==> src/rtl/dsp_block_fetch_if.sv <==
// Simple start/active read handshake between the block fetcher and the
// Wishbone master interface.
interface dsp_block_fetch_if #(
  parameter int DW = 32,
  parameter int AW = 32
);
  logic          m_start;
  logic [AW-1:0] m_address;
  logic [3:0]    m_selection;
  logic          m_write;
  logic [DW-1:0] m_data_wr;
  logic [DW-1:0] m_data_rd;
  logic          m_active;

  modport master (
    output m_start, m_address, m_selection, m_write, m_data_wr,
    input  m_data_rd, m_active
  );

  modport slave (
    input  m_start, m_address, m_selection, m_write, m_data_wr,
    output m_data_rd, m_active
  );
endinterface

==> src/rtl/dsp_block_fetch.sv <==
// Block read sequencer: fetches cmd_len consecutive words over the master
// start/active handshake and streams them out through a FWFT FIFO.
module dsp_block_fetch #(
  parameter int DW         = 32,
  parameter int AW         = 32,
  parameter int FIFO_DEPTH = 8,
  parameter int LEN_W      = 16,
  parameter int TIMEOUT    = 255
) (
  input  logic                          wb_clk,
  input  logic                          wb_rst,
  input  logic                          cmd_start,
  input  logic [AW-1:0]                 cmd_addr,
  input  logic [LEN_W-1:0]              cmd_len,
  output logic                          cmd_busy,
  output logic                          cmd_done,
  output logic                          cmd_err,
  output logic [LEN_W-1:0]              words_fetched,
  dsp_block_fetch_if.master             m_bus,
  output logic [DW-1:0]                 out_data,
  output logic                          out_valid,
  input  logic                          out_ready,
  output logic [$clog2(FIFO_DEPTH):0]   fifo_level
);

  localparam int PTR_W = $clog2(FIFO_DEPTH);
  localparam int LVL_W = PTR_W + 1;
  localparam int TMO_W = $clog2(TIMEOUT + 1);

  localparam logic [2:0] S_IDLE      = 3'd0;
  localparam logic [2:0] S_ISSUE     = 3'd1;
  localparam logic [2:0] S_WAIT_ACT  = 3'd2;
  localparam logic [2:0] S_WAIT_DONE = 3'd3;
  localparam logic [2:0] S_DONE      = 3'd4;
  localparam logic [2:0] S_ABORT     = 3'd5;

  localparam logic [TMO_W-1:0] TMO_LAST = TMO_W'(TIMEOUT - 1);
  localparam logic [LVL_W-1:0] DEPTH_L  = LVL_W'(FIFO_DEPTH);

  logic [2:0]          r_state;
  logic [AW-1:0]       r_addr;
  logic [LEN_W-1:0]    r_len;
  logic [LEN_W-1:0]    r_wf;
  logic                r_busy;
  logic                r_done;
  logic                r_err;
  logic                r_m_start;
  logic [AW-1:0]       r_m_addr;
  logic                r_act_q;
  logic [TMO_W-1:0]    r_tmo;

  logic [DW-1:0]       r_mem [FIFO_DEPTH];
  logic [PTR_W-1:0]    r_wr_ptr;
  logic [PTR_W-1:0]    r_rd_ptr;
  logic [LVL_W-1:0]    r_level;

  logic                w_push;
  logic                w_pop;
  logic                w_reserved;
  logic                w_room;
  logic                w_last;
  logic                w_valid;

  // A word completes when m_active falls while a read is outstanding; a
  // fall seen in any other state (e.g. after reset) is ignored.
  assign w_push     = (r_state == S_WAIT_DONE) && r_act_q && !m_bus.m_active;
  assign w_valid    = (r_level != '0);
  assign w_pop      = w_valid && out_ready;
  assign w_reserved = (r_state == S_WAIT_ACT) || (r_state == S_WAIT_DONE);
  assign w_room     = (r_level + LVL_W'(w_reserved)) < DEPTH_L;
  assign w_last     = (r_wf + LEN_W'(1)) == r_len;

  assign cmd_busy      = r_busy;
  assign cmd_done      = r_done;
  assign cmd_err       = r_err;
  assign words_fetched = r_wf;
  assign out_valid     = w_valid;
  assign out_data      = r_mem[r_rd_ptr];
  assign fifo_level    = r_level;

  assign m_bus.m_start     = r_m_start;
  assign m_bus.m_address   = r_m_addr;
  assign m_bus.m_selection = 4'hF;
  assign m_bus.m_write     = 1'b0;
  assign m_bus.m_data_wr   = {DW{1'b0}};

  // Command sequencer: issue one read at a time, track progress and timeout.
  always_ff @(posedge wb_clk or negedge wb_rst) begin
    if (!wb_rst) begin
      r_state   <= S_IDLE;
      r_addr    <= '0;
      r_len     <= '0;
      r_wf      <= '0;
      r_busy    <= 1'b0;
      r_done    <= 1'b0;
      r_err     <= 1'b0;
      r_m_start <= 1'b0;
      r_m_addr  <= '0;
      r_act_q   <= 1'b0;
      r_tmo     <= '0;
    end else begin
      r_act_q   <= m_bus.m_active;
      r_m_start <= 1'b0;
      r_done    <= 1'b0;
      r_err     <= 1'b0;
      case (r_state)
        S_IDLE: begin
          if (cmd_start) begin
            r_addr  <= cmd_addr & ~AW'(3);
            r_len   <= cmd_len;
            r_wf    <= '0;
            r_busy  <= 1'b1;
            r_state <= (cmd_len == '0) ? S_DONE : S_ISSUE;
          end
        end
        S_ISSUE: begin
          if (w_room) begin
            r_m_start <= 1'b1;
            r_m_addr  <= r_addr;
            r_tmo     <= '0;
            r_state   <= S_WAIT_ACT;
          end
        end
        S_WAIT_ACT: begin
          if (m_bus.m_active) begin
            r_state <= S_WAIT_DONE;
          end else if (r_tmo == TMO_LAST) begin
            // Error pulse and busy release coincide with the ABORT cycle.
            r_state <= S_ABORT;
            r_err   <= 1'b1;
            r_busy  <= 1'b0;
          end else begin
            r_tmo <= r_tmo + TMO_W'(1);
          end
        end
        S_WAIT_DONE: begin
          if (w_push) begin
            r_wf    <= r_wf + LEN_W'(1);
            r_addr  <= r_addr + AW'(4);
            r_state <= w_last ? S_DONE : S_ISSUE;
          end
        end
        S_DONE: begin
          r_done  <= 1'b1;
          r_busy  <= 1'b0;
          r_state <= S_IDLE;
        end
        S_ABORT: begin
          r_state <= S_IDLE;
        end
        default: begin
          r_busy  <= 1'b0;
          r_state <= S_IDLE;
        end
      endcase
    end
  end

  // FIFO storage; contents are don't-care until pointed at by a valid entry.
  always_ff @(posedge wb_clk) begin
    if (w_push) begin
      r_mem[r_wr_ptr] <= m_bus.m_data_rd;
    end
  end

  // FIFO pointers and occupancy; simultaneous push and pop keeps the level.
  always_ff @(posedge wb_clk or negedge wb_rst) begin
    if (!wb_rst) begin
      r_wr_ptr <= '0;
      r_rd_ptr <= '0;
      r_level  <= '0;
    end else begin
      if (w_push) begin
        r_wr_ptr <= r_wr_ptr + PTR_W'(1);
      end
      if (w_pop) begin
        r_rd_ptr <= r_rd_ptr + PTR_W'(1);
      end
      case ({w_push, w_pop})
        2'b10:   r_level <= r_level + LVL_W'(1);
        2'b01:   r_level <= r_level - LVL_W'(1);
        default: r_level <= r_level;
      endcase
    end
  end

endmodule
==> src/flat_wrapper.sv <==
// flat-port wrapper written by rule: the top's interface ports become plain ports
module dsp_block_fetch_flat 
#(
  parameter int DW         = 32,
  parameter int AW         = 32,
  parameter int FIFO_DEPTH = 8,
  parameter int LEN_W      = 16,
  parameter int TIMEOUT    = 255
)
  (wb_clk, wb_rst, cmd_start, cmd_addr, cmd_len, cmd_busy, cmd_done, cmd_err, words_fetched, out_data, out_valid, out_ready, fifo_level, m_bus_m_start, m_bus_m_address, m_bus_m_selection, m_bus_m_write, m_bus_m_data_wr, m_bus_m_data_rd, m_bus_m_active);
  dsp_block_fetch_if #(.DW(DW), .AW(AW)) m_bus_i ();
  input  logic wb_clk;
  input  logic wb_rst;
  input  logic cmd_start;
  input  logic [AW-1:0] cmd_addr;
  input  logic [LEN_W-1:0] cmd_len;
  output logic cmd_busy;
  output logic cmd_done;
  output logic cmd_err;
  output logic [LEN_W-1:0] words_fetched;
  output logic [DW-1:0] out_data;
  output logic out_valid;
  input  logic out_ready;
  output logic [$clog2(FIFO_DEPTH):0] fifo_level;
  output wire logic [$bits(m_bus_i.m_start)-1:0] m_bus_m_start;
  output wire logic [$bits(m_bus_i.m_address)-1:0] m_bus_m_address;
  output wire logic [$bits(m_bus_i.m_selection)-1:0] m_bus_m_selection;
  output wire logic [$bits(m_bus_i.m_write)-1:0] m_bus_m_write;
  output wire logic [$bits(m_bus_i.m_data_wr)-1:0] m_bus_m_data_wr;
  input wire logic [$bits(m_bus_i.m_data_rd)-1:0] m_bus_m_data_rd;
  input wire logic [$bits(m_bus_i.m_active)-1:0] m_bus_m_active;
  assign m_bus_m_start = m_bus_i.m_start;
  assign m_bus_m_address = m_bus_i.m_address;
  assign m_bus_m_selection = m_bus_i.m_selection;
  assign m_bus_m_write = m_bus_i.m_write;
  assign m_bus_m_data_wr = m_bus_i.m_data_wr;
  assign m_bus_i.m_data_rd = m_bus_m_data_rd;
  assign m_bus_i.m_active = m_bus_m_active;
  dsp_block_fetch #(.DW(DW), .AW(AW), .FIFO_DEPTH(FIFO_DEPTH), .LEN_W(LEN_W), .TIMEOUT(TIMEOUT)) u_core (.wb_clk(wb_clk), .wb_rst(wb_rst), .cmd_start(cmd_start), .cmd_addr(cmd_addr), .cmd_len(cmd_len), .cmd_busy(cmd_busy), .cmd_done(cmd_done), .cmd_err(cmd_err), .words_fetched(words_fetched), .m_bus(m_bus_i), .out_data(out_data), .out_valid(out_valid), .out_ready(out_ready), .fifo_level(fifo_level));
endmodule
==> config.mk <==
export PLATFORM = sky130hd
export DESIGN_NAME = dsp_block_fetch_flat
export DESIGN_NICKNAME = d
export VERILOG_FILES = /design/src/rtl/dsp_block_fetch_if.sv /design/src/rtl/dsp_block_fetch.sv /design/src/flat_wrapper.sv
export SDC_FILE = /design/constraint.sdc
export NUM_CORES = 1
export LEC_CHECK = 0
export BUFFER_PORTS_ARGS = -buffer_cell sky130_fd_sc_hd__buf_2
export CORE_MARGIN = 5
export CORE_UTILIZATION = 35
export CTS_BUF_LIST = sky130_fd_sc_hd__clkbuf_4
export DETAILED_ROUTE_END_ITERATION = 7
export PLACE_DENSITY_LB_ADDON = 0.05
export SLEW_MARGIN = 20
export SYNTH_ARGS = -nofsm -noshare
export SYNTH_HDL_FRONTEND = slang
export SYNTH_SLANG_ARGS = --single-unit
export TNS_END_PERCENT = 20
==> constraint.sdc <==
create_clock -name wb_clk -period 11.3 [get_ports wb_clk]
set_clock_uncertainty 0.15 [all_clocks]
set_input_delay 0 -clock wb_clk [delete_from_list [all_inputs] [get_ports wb_clk]]
set_output_delay 0 -clock wb_clk [all_outputs]
set_load 0.01 [all_outputs]
==> results.txt <==
Slew margin rel. - 0.311
Post-route antenna net violation count - 0
Synth unique cells - 69
Leak - 7.92 nW
DR vias - 10.7k
R2r setup slk - 8030 ps
DP HPWL - 23.8 mm
Grt met3 use - 0.0490
Ys Warns - 0
Grt total ovfl - 0
Most frequent cells in the layout - edfxtp_1, dlygate4sd3_1, buf_2, clkbuf_4, nand2_1
Fin crit share - 0.317
Fin Hold WS - 137 ps
CP max FO - 46
Post-CTS sizing - 0
Critical path class - reg2out
Number of CTS-inserted buffers - 102
Met2 GRT Util - 0.279
DRT Wirelength - 41.9 mm
Total negative slack - 0 ps
Critical path endpoint category - output pin
Gpl congestion - 0.737
Outcome - finished, final reports clean
Via density - 4.86
# Max-Cap Violations - 0
Max Clk Rate - 279 MHz
Placed Area - 17,500 um2
Die W - 225 um
H-tree Lvls - 3
P&R area growth vs syn - 28.9%
Final Setup Violations - 0
Clk Tree Root Cell - clkbuf_4
RR Endpoint - u_core.fifo_level[3]
Commonest non-fill, non-tap cell in the layout - edfxtp_1
Total Routing Usage GR - 0.167
Sequential share of the synthesized area - 0.657
Die area - 50,700 um2
Initial antenna violation count - 1
Standard-cell rows - 78
Worst Path Required - 11,150 ps
Layout cells sized above 1 - 0.311
Die H - 225 um
Critical Path Source Type - flip-flop
WL/cell - 19.1 um
Largest net degree at the start of global routing - 67
Total Power - 0.00452 W
Mean Syn Cell Area - 14.9 um2
Async set-reset flop share out of synthesis - 0.316
Reg2reg path depth - 10
Met1 Usage GRT - 0.210
Worst-Skew Late Latency - 790 ps
Power per cell area - 217 nW/um2
I/O Pins - 211
Mapped Cells - 1,087
Fin area - 20,900 um2
Initial DRC Count - 371
CTS Sinks - 374
Hold WC Path Type - in2async
PortBufs - 169
Fin crit period - 3590 ps
Core area - 45,600 um2
Hold Fails Final Rpt - 0
Synth Register Bits - 374
Inst Count DP - 1,808
Initial core utilization - 0.355
Slew @ Worst Pin - 1030 ps
Layer with the highest usage - met2
Fin. max-slew vios - 0
Global-route wire length before repair - 65.7 mm
Crit-path cells - buf_4 -> mux4_2 -> mux2_2 -> buf_2
Number of flops mapped to enable cells by yosys - 256
Max Buffers Root-to-Sink - 3
CTS tree - yes
Peak supply drop - 0.000102 V
Critical path's slowest cell - buf_4
Initial DRT Pass Iterations - 5
Vias in the first global route - 11.5k
Critical R2R Launch - u_core.r_state[2]
Non-filler cells, final - 2,191
Clk slew on worst S/H paths - 60 ps
Top_reg_cell synth - edfxtp_1
Remaining DRCs - 0
Data arrival, critical path - 3440 ps
Mapped Area - 16,200 um2
RSZ-0062 raised after global routing - no
CP peak stage delay - 830 ps
Fin nets - 1,617
-- report_power, final --
group	switching (W)	leakage [nW]	internal, W	total (W)
registers	0.000200	3.76	0.00166	0.00186
clock network	0.000558	0.716	0.000589	0.00115
logic	0.000741	3.45	0.000774	0.00151
-- state kept, by name, summed over array words and instances (netlist names) --
| register | count |
|---|---|
| u_core.words_fetched | 16 |
| u_core.r_rd_ptr | 3 |
| u_core.r_mem | 256 |
| u_core.r_state | 3 |
| u_core.fifo_level | 4 |
| u_core.cmd_busy | 1 |
| u_core.cmd_err | 1 |
| u_core.cmd_done | 1 |
| u_core.r_len | 16 |
| u_core.m_bus.m_address | 30 |
| u_core.m_bus.m_start | 1 |
| u_core.r_act_q | 1 |
| u_core.r_addr | 30 |
| u_core.r_wr_ptr | 3 |
| u_core.r_tmo | 8 |
-- critical path, delay by kind of cell, from the launching register on --
family	cells	cell delay, ps
buf+inv	2	980
mux	2	920
flops	1	710
-- what timing repair did --
action / 4_1_cts / 5_1_grt
endpoints found under the setup margin: 0 / 0
buffers inserted: 0 / 0
hold endpoints to repair: 458 / 0
hold buffers: 210 / 0
-- metrics by stage --
stage / setup WS (ps) / util
floorplan: 6090 / -
global placement: 8040 / 0.385
detailed placement: 8060 / 0.385
CTS: 7460 / 0.458
global route: 7360 / 0.458
finish: 7710 / 0.458
-- cell usage after synthesis (all sizes together) (17+ instances only) --
| library cell | count | share of area |
|---|---|---|
| nand3 | 30 | 0.0093 |
| buf | 78 | 0.031 |
| dfrtp | 118 | 0.18 |
| mux4 | 64 | 0.089 |
| mux2 | 64 | 0.045 |
| xor2 | 17 | 0.0092 |
| nand2 | 127 | 0.029 |
| edfxtp | 256 | 0.47 |
| a21oi | 49 | 0.015 |
| nor2 | 31 | 0.0073 |
| clkbuf | 27 | 0.0065 |
| o21ai | 38 | 0.012 |
-- cells by family (layout without fill, tap and decap cells) --
family	count (synthesis)	after routing	share of synthesized area
xor gates and xnor gates	33	33	0.0179
adders and majority gates	10	10	0.00819
buffers and inverters	116	582	0.0403
DFF	374	374	0.657
muxes	131	131	0.135
and+or+nand+nor	276	276	0.0848
AOI/OAI and AO/OA	145	145	0.0559
other	2	40	0.000464
-- layer usage --
layer	vias up	wire length, um
met5	-	0
met4	0	846
met3	70	2290
met2	229	20600
met1	5353	18100
li1	5002	-
-- layout make-up --
class	count	area (um2)
clock buffers	146	1100
multi-input cells	634	5100
clock inverters	26	116
inverters	11	41.3
diodes	1	2.50
well taps	600	751
flip-flops and latches	374	10600
repair buffers	399	3110
fillers	4232	24700
-- how the worst max path moves through the flow --
stage,from,endpoint,slack (ps)
after floorplan,u_core.r_state[2],u_core.r_mem[2][0],6090
after global placement,u_core.r_state[2],u_core.fifo_level[3],8040
after detailed placement,u_core.r_state[2],u_core.fifo_level[3],8060
after CTS,u_core.r_rd_ptr[0],out_data[5],7460
after global routing,u_core.r_rd_ptr[0],out_data[1],7360
final,u_core.r_rd_ptr[0],out_data[1],7710
Power figures use the tool's default switching activity.
